### config.mk
export PLATFORM = sky130hd
export DESIGN_NAME = gerenciador_leitura_dht
export DESIGN_NICKNAME = d
export VERILOG_FILES = /design/src/rtl/gerenciador_leitura_dht_pkg.sv /design/src/rtl/gerenciador_leitura_dht_temporizador.sv /design/src/rtl/gerenciador_leitura_dht.sv
export SDC_FILE = /design/constraint.sdc
export NUM_CORES = 1
export LEC_CHECK = 0
export CORE_MARGIN = 1.5
export CORE_UTILIZATION = 50
export DETAILED_ROUTE_END_ITERATION = 16
export PLACE_DENSITY_LB_ADDON = 0.2
export SYNTH_ARGS = -nofsm -noshare
export SYNTH_HDL_FRONTEND = slang
export SYNTH_HIERARCHICAL = 1
export SYNTH_SLANG_ARGS = --single-unit
### constraint.sdc
create_clock -name clk -period 5 [get_ports clk]
set_clock_uncertainty 0.1 [all_clocks]
set_input_delay 0.75 -clock clk [delete_from_list [all_inputs] [get_ports clk]]
set_output_delay 0.75 -clock clk [all_outputs]
set_load 0.02 [all_outputs]
### src/rtl/gerenciador_leitura_dht_pkg.sv
// Shared definitions for the DHT22 read manager: state encoding, plausibility
// limits for the sensor data and the width of the exhausted-cycle counter.
package gerenciador_leitura_dht_pkg;

  typedef enum logic [2:0] {
    ESPERA   = 3'd0,
    SOLICITA = 3'd1,
    VALIDA   = 3'd2,
    PAUSA    = 3'd3,
    FALHA    = 3'd4
  } estado_t;

  localparam int unsigned UMID_MAX       = 1000;
  localparam int unsigned TEMP_MAG_MAX   = 800;
  localparam int          LARGURA_FALHAS = 8;

  // Temperature is sign-magnitude; a "negative zero" is treated as corrupt data.
  function automatic logic leitura_valida(input logic        chk,
                                          input logic [15:0] umid,
                                          input logic [15:0] temp);
    return chk
        && (umid <= 16'(UMID_MAX))
        && (temp[14:0] <= 15'(TEMP_MAG_MAX))
        && !(temp[15] && (temp[14:0] == 15'd0));
  endfunction

endpackage

### src/rtl/gerenciador_leitura_dht_temporizador.sv
// Cycle counter with synchronous clear, count enable and terminal-count flag.
// fim is asserted while the count equals limite; the count then holds (never wraps).
module temporizador_ciclos #(
  parameter int LARGURA = 28
) (
  input  logic               clk,
  input  logic               reset_n,
  input  logic               limpa,
  input  logic               habilita,
  input  logic [LARGURA-1:0] limite,
  output logic               fim
);

  logic [LARGURA-1:0] contagem;

  assign fim = (contagem == limite);

  always_ff @(posedge clk or negedge reset_n) begin
    if (!reset_n) begin
      contagem <= '0;
    end else if (limpa) begin
      contagem <= '0;
    end else if (habilita && !fim) begin
      contagem <= contagem + LARGURA'(1);
    end
  end

endmodule

### src/rtl/gerenciador_leitura_dht.sv
// Periodic DHT22 read sequencer: requests a reading, validates it, retries with
// a pause between attempts and reports exhausted read cycles.
//
// state    | meaning
// ESPERA   | idle between read cycles, PERIODO_CICLOS long
// SOLICITA | request asserted, waiting for dados_prontos or timeout
// VALIDA   | one cycle, plausibility check of the captured sample
// PAUSA    | idle between retries, PAUSA_CICLOS long
// FALHA    | one cycle, all attempts of the read cycle failed
module gerenciador_leitura_dht
  import gerenciador_leitura_dht_pkg::*;
#(
  parameter int unsigned PERIODO_CICLOS = 200_000_000,
  parameter int unsigned TIMEOUT_CICLOS = 10_000_000,
  parameter int unsigned PAUSA_CICLOS   = 200_000_000,
  parameter int unsigned MAX_TENTATIVAS = 3
) (
  input  logic                      clk,
  input  logic                      reset_n,
  output logic                      iniciar_leitura,
  input  logic                      dados_prontos,
  input  logic                      checksum_ok,
  input  logic [15:0]               umidade_in,
  input  logic [15:0]               temperatura_in,
  output logic [15:0]               umidade_out,
  output logic [15:0]               temperatura_out,
  output logic                      dado_valido,
  output logic                      erro,
  output logic [LARGURA_FALHAS-1:0] contagem_falhas,
  output logic [2:0]                estado
);

  localparam int unsigned MAIOR_AB = (PERIODO_CICLOS > TIMEOUT_CICLOS) ? PERIODO_CICLOS : TIMEOUT_CICLOS;
  localparam int unsigned MAIOR    = (MAIOR_AB > PAUSA_CICLOS) ? MAIOR_AB : PAUSA_CICLOS;
  localparam int          LARGURA_TMP = (MAIOR > 1) ? $clog2(MAIOR) : 1;
  localparam logic [2:0]  MAX_T = 3'(MAX_TENTATIVAS);

  estado_t estado_atual, estado_prox;

  logic                   dp_ant;
  logic                   borda;
  logic                   chk_cap;
  logic [15:0]            umid_cap;
  logic [15:0]            temp_cap;
  logic [2:0]             tentativas;
  logic                   inicia_ciclo;
  logic                   falha_tentativa;
  logic                   aprova;
  logic                   tmp_limpa;
  logic                   tmp_habilita;
  logic                   tmp_fim;
  logic [LARGURA_TMP-1:0] tmp_limite;

  assign borda  = dados_prontos && !dp_ant;
  assign estado = estado_atual;

  // One timer shared by all timed states; it restarts on every state change.
  assign tmp_limpa    = (estado_prox != estado_atual);
  assign tmp_habilita = (estado_atual == ESPERA) || (estado_atual == SOLICITA)
                     || (estado_atual == PAUSA);

  always_comb begin
    tmp_limite = '0;
    case (estado_atual)
      ESPERA:   tmp_limite = LARGURA_TMP'(PERIODO_CICLOS - 1);
      SOLICITA: tmp_limite = LARGURA_TMP'(TIMEOUT_CICLOS - 1);
      PAUSA:    tmp_limite = LARGURA_TMP'(PAUSA_CICLOS - 1);
      default:  tmp_limite = '0;
    endcase
  end

  temporizador_ciclos #(
    .LARGURA (LARGURA_TMP)
  ) u_temporizador (
    .clk      (clk),
    .reset_n  (reset_n),
    .limpa    (tmp_limpa),
    .habilita (tmp_habilita),
    .limite   (tmp_limite),
    .fim      (tmp_fim)
  );

  always_ff @(posedge clk or negedge reset_n) begin
    if (!reset_n) begin
      estado_atual <= ESPERA;
    end else begin
      estado_atual <= estado_prox;
    end
  end

  always_comb begin
    estado_prox     = estado_atual;
    inicia_ciclo    = 1'b0;
    falha_tentativa = 1'b0;
    aprova          = 1'b0;
    case (estado_atual)
      ESPERA: begin
        if (tmp_fim) begin
          estado_prox  = SOLICITA;
          inicia_ciclo = 1'b1;
        end
      end
      SOLICITA: begin
        // A data edge on the timeout cycle still counts as a response.
        if (borda) begin
          estado_prox = VALIDA;
        end else if (tmp_fim) begin
          falha_tentativa = 1'b1;
        end
      end
      VALIDA: begin
        if (leitura_valida(chk_cap, umid_cap, temp_cap)) begin
          aprova      = 1'b1;
          estado_prox = ESPERA;
        end else begin
          falha_tentativa = 1'b1;
        end
      end
      PAUSA: begin
        if (tmp_fim) begin
          estado_prox = SOLICITA;
        end
      end
      FALHA:   estado_prox = ESPERA;
      default: estado_prox = ESPERA;
    endcase
    if (falha_tentativa) begin
      estado_prox = (tentativas < MAX_T) ? PAUSA : FALHA;
    end
  end

  always_ff @(posedge clk or negedge reset_n) begin
    if (!reset_n) begin
      dp_ant          <= 1'b0;
      iniciar_leitura <= 1'b0;
      erro            <= 1'b0;
      tentativas      <= '0;
      chk_cap         <= 1'b0;
      umid_cap        <= '0;
      temp_cap        <= '0;
      umidade_out     <= '0;
      temperatura_out <= '0;
      dado_valido     <= 1'b0;
      contagem_falhas <= '0;
    end else begin
      dp_ant          <= dados_prontos;
      iniciar_leitura <= (estado_prox == SOLICITA);
      erro            <= (estado_prox == FALHA);

      if (inicia_ciclo) begin
        tentativas <= 3'd1;
      end else if (falha_tentativa && (estado_prox == PAUSA)) begin
        tentativas <= tentativas + 3'd1;
      end

      if ((estado_atual == SOLICITA) && borda) begin
        chk_cap  <= checksum_ok;
        umid_cap <= umidade_in;
        temp_cap <= temperatura_in;
      end

      if (aprova) begin
        umidade_out     <= umid_cap;
        temperatura_out <= temp_cap;
        dado_valido     <= 1'b1;
      end

      if (estado_prox == FALHA) begin
        dado_valido <= 1'b0;
        if (contagem_falhas != '1) begin
          contagem_falhas <= contagem_falhas + LARGURA_FALHAS'(1);
        end
      end
    end
  end

endmodule

* Word level (Yosys, flattened, before mapping)
Index checks and enable logic that the tools add are counted.
Operators by class: add/sub/neg operators 3, order comparisons 3, equal/unequal tests 9, muxes and demuxes 20, reductions and logical operators 20
Operators by type and width (count):
- $mux 28 | 2
- $pmux 28 s2 | 1
- $add 28x1->28 const B | 1
- $eq 28x28->1 | 1
- $mux 3 | 7
- $le 16x10->1 const B | 1
- $le 15x10->1 const B | 1
- $logic_not 15->1 | 1
- $eq 3x2->1 const B | 3
- $pmux 3 s3 | 1
- $add 8x1->8 const B | 1
- $logic_and 1x1->1 | 8
- $mux 1 | 8
- $ne 8x8->1 const B | 1
- $eq 3x1->1 const B | 2
- $reduce_bool 2->1 | 3
- $add 3x1->3 const B | 1
- $eq 3x3->1 const B | 1
- $logic_not 1->1 | 3
- $logic_not 3->1 | 1
- $lt 3x2->1 const B | 1
- $ne 3x3->1 | 1
- $logic_or 1x1->1 | 2
- $pmux 1 s2 | 1
- 2 further kinds | 2
Word-level totals: flip-flop bits (word level) 111, input port bits 36, output and inout bits 46, word-level logic and storage cells 68

* Depth between registers and ports, before layout
Gate-level depths: netlist of the first run.
word-level depth 12, gate-level depth with buffers 17, gate-level depth less buffers 14

* By module
Netlist of the first run, hierarchy kept.
By module, submodules not included:
- gerenciador_leitura_dht | times used 1, cells an instance 245, area an instance 3494.6 um^2
- temporizador_ciclos | times used 1, cells an instance 208, area an instance 1914.3 um^2

* Worst setup path before layout of the first run
OpenSTA, ideal clock, no wires.
path kind flip-flop to flip-flop, start point register estado_atual[1], in the netlist estado[1], end point register u_temporizador.contagem[26], setup time 0.119 ns, arrival 4.343 ns, data required time 4.781 ns, slack 0.438 ns, stages on the path, launching flop included 17, cells stage by stage dfrtp_1 -> clkbuf_1 -> xor2_1 -> o22ai_1 -> xnor2_1 -> nand4_1 -> or3_1 -> buf_6 -> nor2_1 -> nor2b_1 -> nand2b_1 -> a21o_1 -> nand3b_1 -> a211o_1 -> clkbuf_1 -> clkbuf_1 -> o21ba_2
On the way: word-level cells in the longest chain between the ends 10, elaborated cells between the ends (all ways) 22, classes of those cells eq/ne: 5; mux: 10; reduce/logical: 7
RTL lines:
- start, declared | RTL line gerenciador_leitura_dht.sv:38 | estado_t estado_atual, estado_prox;
- start signal, assigned | RTL line gerenciador_leitura_dht.sv:87 | estado_atual <= estado_prox;
- $eq 3x2->1 / $logic_not 3->1 (equally long branches) | RTL line gerenciador_leitura_dht.sv:64 | case (estado_atual)
- $reduce_or 2->1 (no line)
- $pmux 28 s2 (*) | RTL line gerenciador_leitura_dht.sv:64
- via tmp_limite[0] | RTL line gerenciador_leitura_dht.sv:52 | logic [LARGURA_TMP-1:0] tmp_limite;
- $eq 28x28->1 (*) | RTL line gerenciador_leitura_dht_temporizador.sv:16 | assign fim = (contagem == limite);
- via tmp_fim | RTL line gerenciador_leitura_dht.sv:51 | logic tmp_fim;
- $mux 1 | RTL line gerenciador_leitura_dht.sv:107 | end else if (tmp_fim) begin
- $mux 1 | RTL line gerenciador_leitura_dht.sv:105 | if (borda) begin
- $pmux 1 s2 | RTL line gerenciador_leitura_dht.sv:96 | case (estado_atual)
- $mux 3 (*) | RTL line gerenciador_leitura_dht.sv:127 | if (falha_tentativa) begin
- $ne 3x3->1 (*) | RTL line gerenciador_leitura_dht.sv:58 | assign tmp_limpa = (estado_prox != estado_atual);
- via tmp_limpa | RTL line gerenciador_leitura_dht.sv:49 | logic tmp_limpa;
- $mux 28 / $reduce_bool 2->1 (equally long branches)
- end signal, assigned | RTL line gerenciador_leitura_dht_temporizador.sv:24 | contagem <= contagem + LARGURA'(1);
- end, declared | RTL line gerenciador_leitura_dht_temporizador.sv:14 | logic [LARGURA-1:0] contagem;
The timed path passes the listed nets; every way through them passes the cells marked *. A chain may end at the register's enable or synchronous reset.

* Worst setup path after layout of the first run
start point register estado_atual[2], in the netlist estado[2], end point register u_temporizador.contagem[26]
Same word-level chain as after synthesis.

==> results.yml, run 1 <==
placement:
  portBuffers: 81
  hpwlAfterDp_mm: 8.10
  preCtsSetupSlack_ps: 65.7
  gp_congestion: 0.917
timing:
  tightest_slew_ps: 1040
  setup_viol: 0
  finalHoldViolCount: 0
  rsz0062_at_grt: "no"
  tns_ps: 0
  finalCritPeriodShare_pct: 89.9
  drv_slew: 0
  slew_headroom_pct: 30.8
  final.min_clock_period_ps: 4500
  timing.fmax_mhz: 222
  fin_ws_ps: 503
finish:
  seqCellArea_mm2: 0.00278
  final_cell_mix: "111 x dfrtp_1, 80 x clkdlybuf4s50_1, 42 x mux2_2"
  final_common_cell: "dfrtp_1"
  area_growth_pct: 21.2
  num_antenna_cells: 0
  nFillCells: 824
  multi_input_area_mm2: 0.00252
  final_nets: 575
  post_route_cells_drive_above_1_share_pct: 18.7
global_route:
  grt_first_pass_wirelength_mm: 18.7
  grt_max_degree: 80
  grt_use_total_pct: 20.9
  antenna_found_initial: 0
  overflow: 0
  grt_pass1_vias: 3683
floorplanning:
  die_x_um: 107
  dieArea_mm2: 0.0115
  ios: 82
  fp.coreArea_mm2: 0.0104
  start_util_pct: 51.9
  die_height_um: 107
  fp-row-count: 37
setup_path:
  cp-end-kind: "register"
  arrival_ps: 4670
  crit_path_top_delay_cell: "a211o_1"
  cp.required_ps: 5180
  startpoint_type: "register"
  slowest_delay_ps: 610
  crit_top_cell: "nand2b_1"
  worst-path-max-fanout: 23
  critical_path_class: "reg -> reg"
  path_cells: "nand2b_1 -> o22ai_2 -> xnor2_1 -> nand4_1 -> or3_1 -> nor2_2 -> nor2b_1 -> nand2b_1 -> a21o_1 -> nand3b_1 -> a211o_1 -> buf_4 -> o21ba_2"
route:
  drtIter0Drc: 152
  postRouteAntennaNets: 0
  drc: 0
  num_vias: 3711
  via_per_inst: 5.49
  first_pass_iters: 4
  wl_mm: 11.3
  wire_per_inst_um: 16.7
synth:
  ys_types: 57
  syn_area_per_cell_um2: 11.9
  synth_flop_cell: "dfrtp_1"
  synthTopCellsByArea: "dfrtp_1 51%, mux2_2 8.7%, xor2_1 3.9%, mux2_4 3.6%, xnor2_1 3.2%"
  yosysWarnings: 6
  ys_ff_latch: 111
  yosys.area.top_type: "dfrtp_1"
  synth_top_area_share_pct: 51.4
  async_flop_share_pct: 100
  ys_seq_area_share_pct: 51.4
  synth_area_mm2: 0.00541
  syn_inst: 453
  synth_edf_count: 0
clock_tree:
  cts.path.max_buffers: 2
  post_cts_buffers: 0
  cts_resized: 0
  clk_pin_slew_ps: 100
  cts_hold_buffers: 0
  cts_inserted_buffers: 9
  htreeDepth: 3
  clock_sinks: 111
  clk_latency_ps: 370
  root_buffer: "clkbuf_8"
  cts_tree: "done"
pwr:
  p_per_area_mw_per_mm2: 238
  leakage_uw: 0.00285
  ir_drop_mv: 0.152
job:
  drv_cap: 0
worst_hold_path:
  hp-class: "reg -> reg"
status:
  status: "finished, final reports clean"
sequential cells by signal, summed over array words and instances (netlist names):
signal,flops
estado,3
umid_cap,16
dado_valido,1
chk_cap,1
contagem_falhas,8
temperatura_out,16
tentativas,3
iniciar_leitura,1
u_temporizador/contagem,28
temp_cap,16
umidade_out,16
dp_ant,1
erro,1
cell usage after synthesis, drive strengths merged (9+ instances only):
cell	number
o21ai	11
nor2	24
and2	13
xor2	24
nor4	9
a21oi	27
nand3	16
xnor2	21
mux2	59
buf	11
nand2	15
nor3	10
dfrtp	111
nand4	13
kinds of logic after synthesis:
family,synth area share [%]
buffers and inverters,2.50
DFF,51.4
other,0.0693
adders and majority gates,0.694
muxes,13.6
and+or+nand+nor,15.7
AOI/OAI and AO/OA,8.70
xor gates and xnor gates,7.43
power breakdown:
part / switching [µW] / internal (µW) / total (µW)
sequential: 11.0 / 911 / 922
clock: 299 / 275 / 573
combinational: 29.1 / 37.8 / 66.8
metrics by stage:
step / instances / area, µm² / util (%) / hold slack [ps] / power, µW
3_3_place_gp: 661 / 6330 / 60.8 / 368 / 1010
4_1_cts: 676 / 6550 / 62.8 / 398 / 1590
5_1_grt: 676 / 6560 / 62.9 / 412 / 1630
3_5_place_dp: 661 / 6330 / 60.8 / 370 / 1010
2_1_floorplan: 456 / 5420 / - / 354 / 956
6_report: 676 / 6560 / 62.9 / 391 / 1560
path summary, 6_finish.rpt:
path | from | to | slack (ps) | cells after the start
setup / recovery | estado[2] | u_temporizador/contagem[26] | 500 | 13
min in group asynchronous | reset_n | temperatura_out[6] | 420 | 1
setup reg to reg | estado[2] | u_temporizador/contagem[26] | 500 | 13
max in group asynchronous | reset_n | chk_cap | 3400 | 2
hold reg to reg | temperatura_out[12] | temperatura_out[12] | 390 | 1
hold / removal | temperatura_out[12] | temperatura_out[12] | 390 | 1
worst max-delay path: cells and delay by family (launching register included):
kind,cells,cell delay [ps]
AOI/OAI and AO/OA,4,1580
buffers and inverters,1,320
DFF,1,470
xor gates and xnor gates,1,200
and+or+nand+nor,7,1740
area by class of cell:
| class | instances | share of cell area (%) |
|---|---|---|
| clock buffer | 12 | 2.52 |
| clock inverter | 3 | 0.764 |
| inverter | 8 | 0.458 |
| multi-input combinational | 320 | 38.4 |
| sequential | 111 | 42.4 |
| tap | 136 | 2.60 |
| timing repair buffer | 86 | 12.9 |
per-layer routing:
| metal | track usage [%] | vias up | share of wire [%] |
|---|---|---|---|
| met3 | 4.26 | 13 | 4.5 |
| met5 | 0 | - | 0 |
| li1 | - | 1786 | - |
| met2 | 33.7 | 88 | 48 |
| met4 | 6.00 | 0 | 1.2 |
| met1 | 28.6 | 1824 | 46 |
Power figures use the tool's default switching activity.
==> run 2, diff against run 1 <==
Settings changed: ABC_AREA from default to 1, CORE_UTILIZATION 50 to 55, GPL_ROUTABILITY_DRIVEN from default to 0.
==> run 2 against run 1 <==
Maximum frequency is 3.8% higher. Register-to-register slack better by 170 ps. Die area is 4.3% higher.
==> results.yml, run 2 <==
floorplanning:
  fp-row-count: 38
  die_x_um: 109
  ios: 82
  dieArea_mm2: 0.0119
  die_height_um: 109
  start_util_pct: 56.8
  fp.coreArea_mm2: 0.0109
pwr:
  ir_drop_mv: 0.294
  p_per_area_mw_per_mm2: 437
  leakage_uw: 0.00381
  totalPowerFinal_uw: 3250
clock_tree:
  htreeDepth: 3
  root_buffer: "clkbuf_16"
  cts_tree: "done"
  cts.path.max_buffers: 2
  cts_inserted_buffers: 9
  cts_resized: 0
  clk_latency_ps: 360
  clock_sinks: 111
  post_cts_buffers: 0
  clk_pin_slew_ps: 70
  cts_hold_buffers: 0
finish:
  num_antenna_cells: 0
  final_common_cell: "nand2_1"
  top_register: "u_temporizador/contagem"
  fin_area_mm2: 0.00743
  area_growth_pct: 19.6
  final_nets: 979
  post_route_cells_drive_above_1_share_pct: 6.14
  largest_reg_flops: 28
  final_cell_mix: "255 x nand2_1, 131 x inv_1, 119 x nor2_1"
timing:
  setup_viol: 0
  rsz0062_at_grt: "no"
  finalHoldViolCount: 0
  timing.fmax_mhz: 231
  tightest_slew_ps: 1050
  finalCritPeriodShare_pct: 86.6
  drv_slew: 0
  slew_headroom_pct: 29.6
  tns_ps: 0
  final.min_clock_period_ps: 4330
setup_path:
  worst-path-max-fanout: 29
  arrival_ps: 4470
  critical_path_class: "reg -> reg"
  crit_path_end: "u_temporizador/contagem[4]"
  startpoint_type: "register"
  reg2reg_from: "estado[1]"
  rr_endpoint: "u_temporizador/contagem[4]"
  cp.required_ps: 5140
  cp-end-kind: "register"
  cp-startpoint: "estado[1]"
  reg2reg_slack_ps: 670
  worstRegToRegCells: 26
status:
  status: "finished, final reports clean"
global_route:
  antenna_found_initial: 0
  grt_max_degree: 84
  grt_use_total_pct: 25.6
  grt_first_pass_wirelength_mm: 23.6
  overflow: 0
  grt_pass1_vias: 4987
route:
  wire_per_inst_um: 13.0
  first_pass_iters: 5
  drtIter0Drc: 659
  postRouteAntennaNets: 0
  num_vias: 5491
  via_per_inst: 5.07
  drc: 0
  wl_mm: 14.1
job:
  drv_cap: 0
synth:
  syn_inst: 861
  synth_edf_count: 0
  yosysWarnings: 6
  synth.most_common_cell: "nand2_1"
  ys_seq_area_share_pct: 44.7
  ys_ff_latch: 111
  synth_top_area_share_pct: 44.7
  syn_area_per_cell_um2: 7.22
  synth_flop_cell: "dfrtp_1"
  ys_types: 34
  ys_top_cells_by_count: "255 x nand2_1, 131 x inv_1, 119 x nor2_1"
  synthTopCellsByArea: "dfrtp_1 45%, nand2_1 15%, inv_1 7.9%, nor2_1 7.2%, nand3_1 5.3%"
  async_flop_share_pct: 100
  yosys.area.top_type: "dfrtp_1"
  synth_area_mm2: 0.00622
worst_hold_path:
  hp-class: "reg -> reg"
placement:
  portBuffers: 81
  place_area_mm2: 0.00714
  hpwlAfterDp_mm: 9.76
run 2: how the worst min path moves through the flow:
stage                     slack (ps)            from  cells after the start              to
after floorplan                  350         reset_n                      0         chk_cap
after global placement           370  umidade_out[8]                      2  umidade_out[8]
after detailed placement         370  umidade_out[8]                      2  umidade_out[8]
after CTS                        390  umidade_out[8]                      2  umidade_out[8]
after global routing             420  umidade_out[5]                      2  umidade_out[5]
final                            380  umidade_out[8]                      2  umidade_out[8]
run 2: critical path: stages (launching register included):
cell and delay [ps]:
dfrtp_1 470, inv_1 120, nor3_1 350, inv_1 70, nand2_1 490, inv_1 90
nand2_1 80, nand2_1 80, inv_1 60, nand2_1 50, nor2_1 90, nand2_1 60
nor2_1 80, nand2_1 70, inv_1 70, inv_1 50, nor2_1 140, nor3_1 60
inv_1 90, o21ai_1 120, nand2_1 80, nand2_1 50, nand2_1 130, clkinv_1 590
buf_12 410, nand3_1 90, nand2_1 60
run 2: final cells by class:
| type | instances | area [µm²] |
|---|---|---|
| inverter | 138 | 520 |
| clock inverter | 5 | 65.1 |
| clock buffer | 10 | 229 |
| multi-input combinational | 593 | 2800 |
| fill | 945 | 3500 |
| tap | 140 | 175 |
| sequential | 111 | 2780 |
| timing repair buffer | 87 | 866 |
run 2: cells by family (layout without fill, tap and decap cells):
logic type | after synthesis | in the layout | share of synthesized area [%]
xor+xnor | 26 | 26 | 3.78
mux | 11 | 11 | 1.99
compound gates | 56 | 56 | 5.09
other cells | 1 | 7 | 0.0603
buf+inv | 163 | 240 | 10.7
fa+ha+maj | 3 | 3 | 0.604
simple gates | 490 | 490 | 33.1
flops | 111 | 111 | 44.7
run 2: per-stage QoR:
step / worst slack, ps / utilization (%) / hold slack (ps) / cells
6_report: 669 / 68.0 / 385 / 1084
5_1_grt: 144 / 68.0 / 419 / 1084
4_1_cts: 737 / 68.0 / 391 / 1084
3_5_place_dp: 787 / 65.3 / 372 / 1069
3_3_place_gp: 1000 / 65.3 / 365 / 1069
2_1_floorplan: 1200 / - / 354 / 867
run 2: routing by layer:
| layer | up-vias | routed length (µm) | track usage [%] | part of all wire, % |
|---|---|---|---|---|
| met5 | - | 0 | 0 | 0 |
| li1 | 2796 | - | - | - |
| met3 | 30 | 934 | 4.39 | 6.6 |
| met1 | 2495 | 6700 | 36.2 | 48 |
| met4 | 0 | 303 | 11.5 | 2.1 |
| met2 | 170 | 6160 | 38.7 | 44 |
run 2: power breakdown:
group          switching [µW]  total [µW]  internal (µW)  leakage [µW]
Combinational             852        1320            463       0.00223
Sequential                117        1200           1080       0.00144
Clock                     345         737            392      0.000137
Total                    1310        3250           1930       0.00381
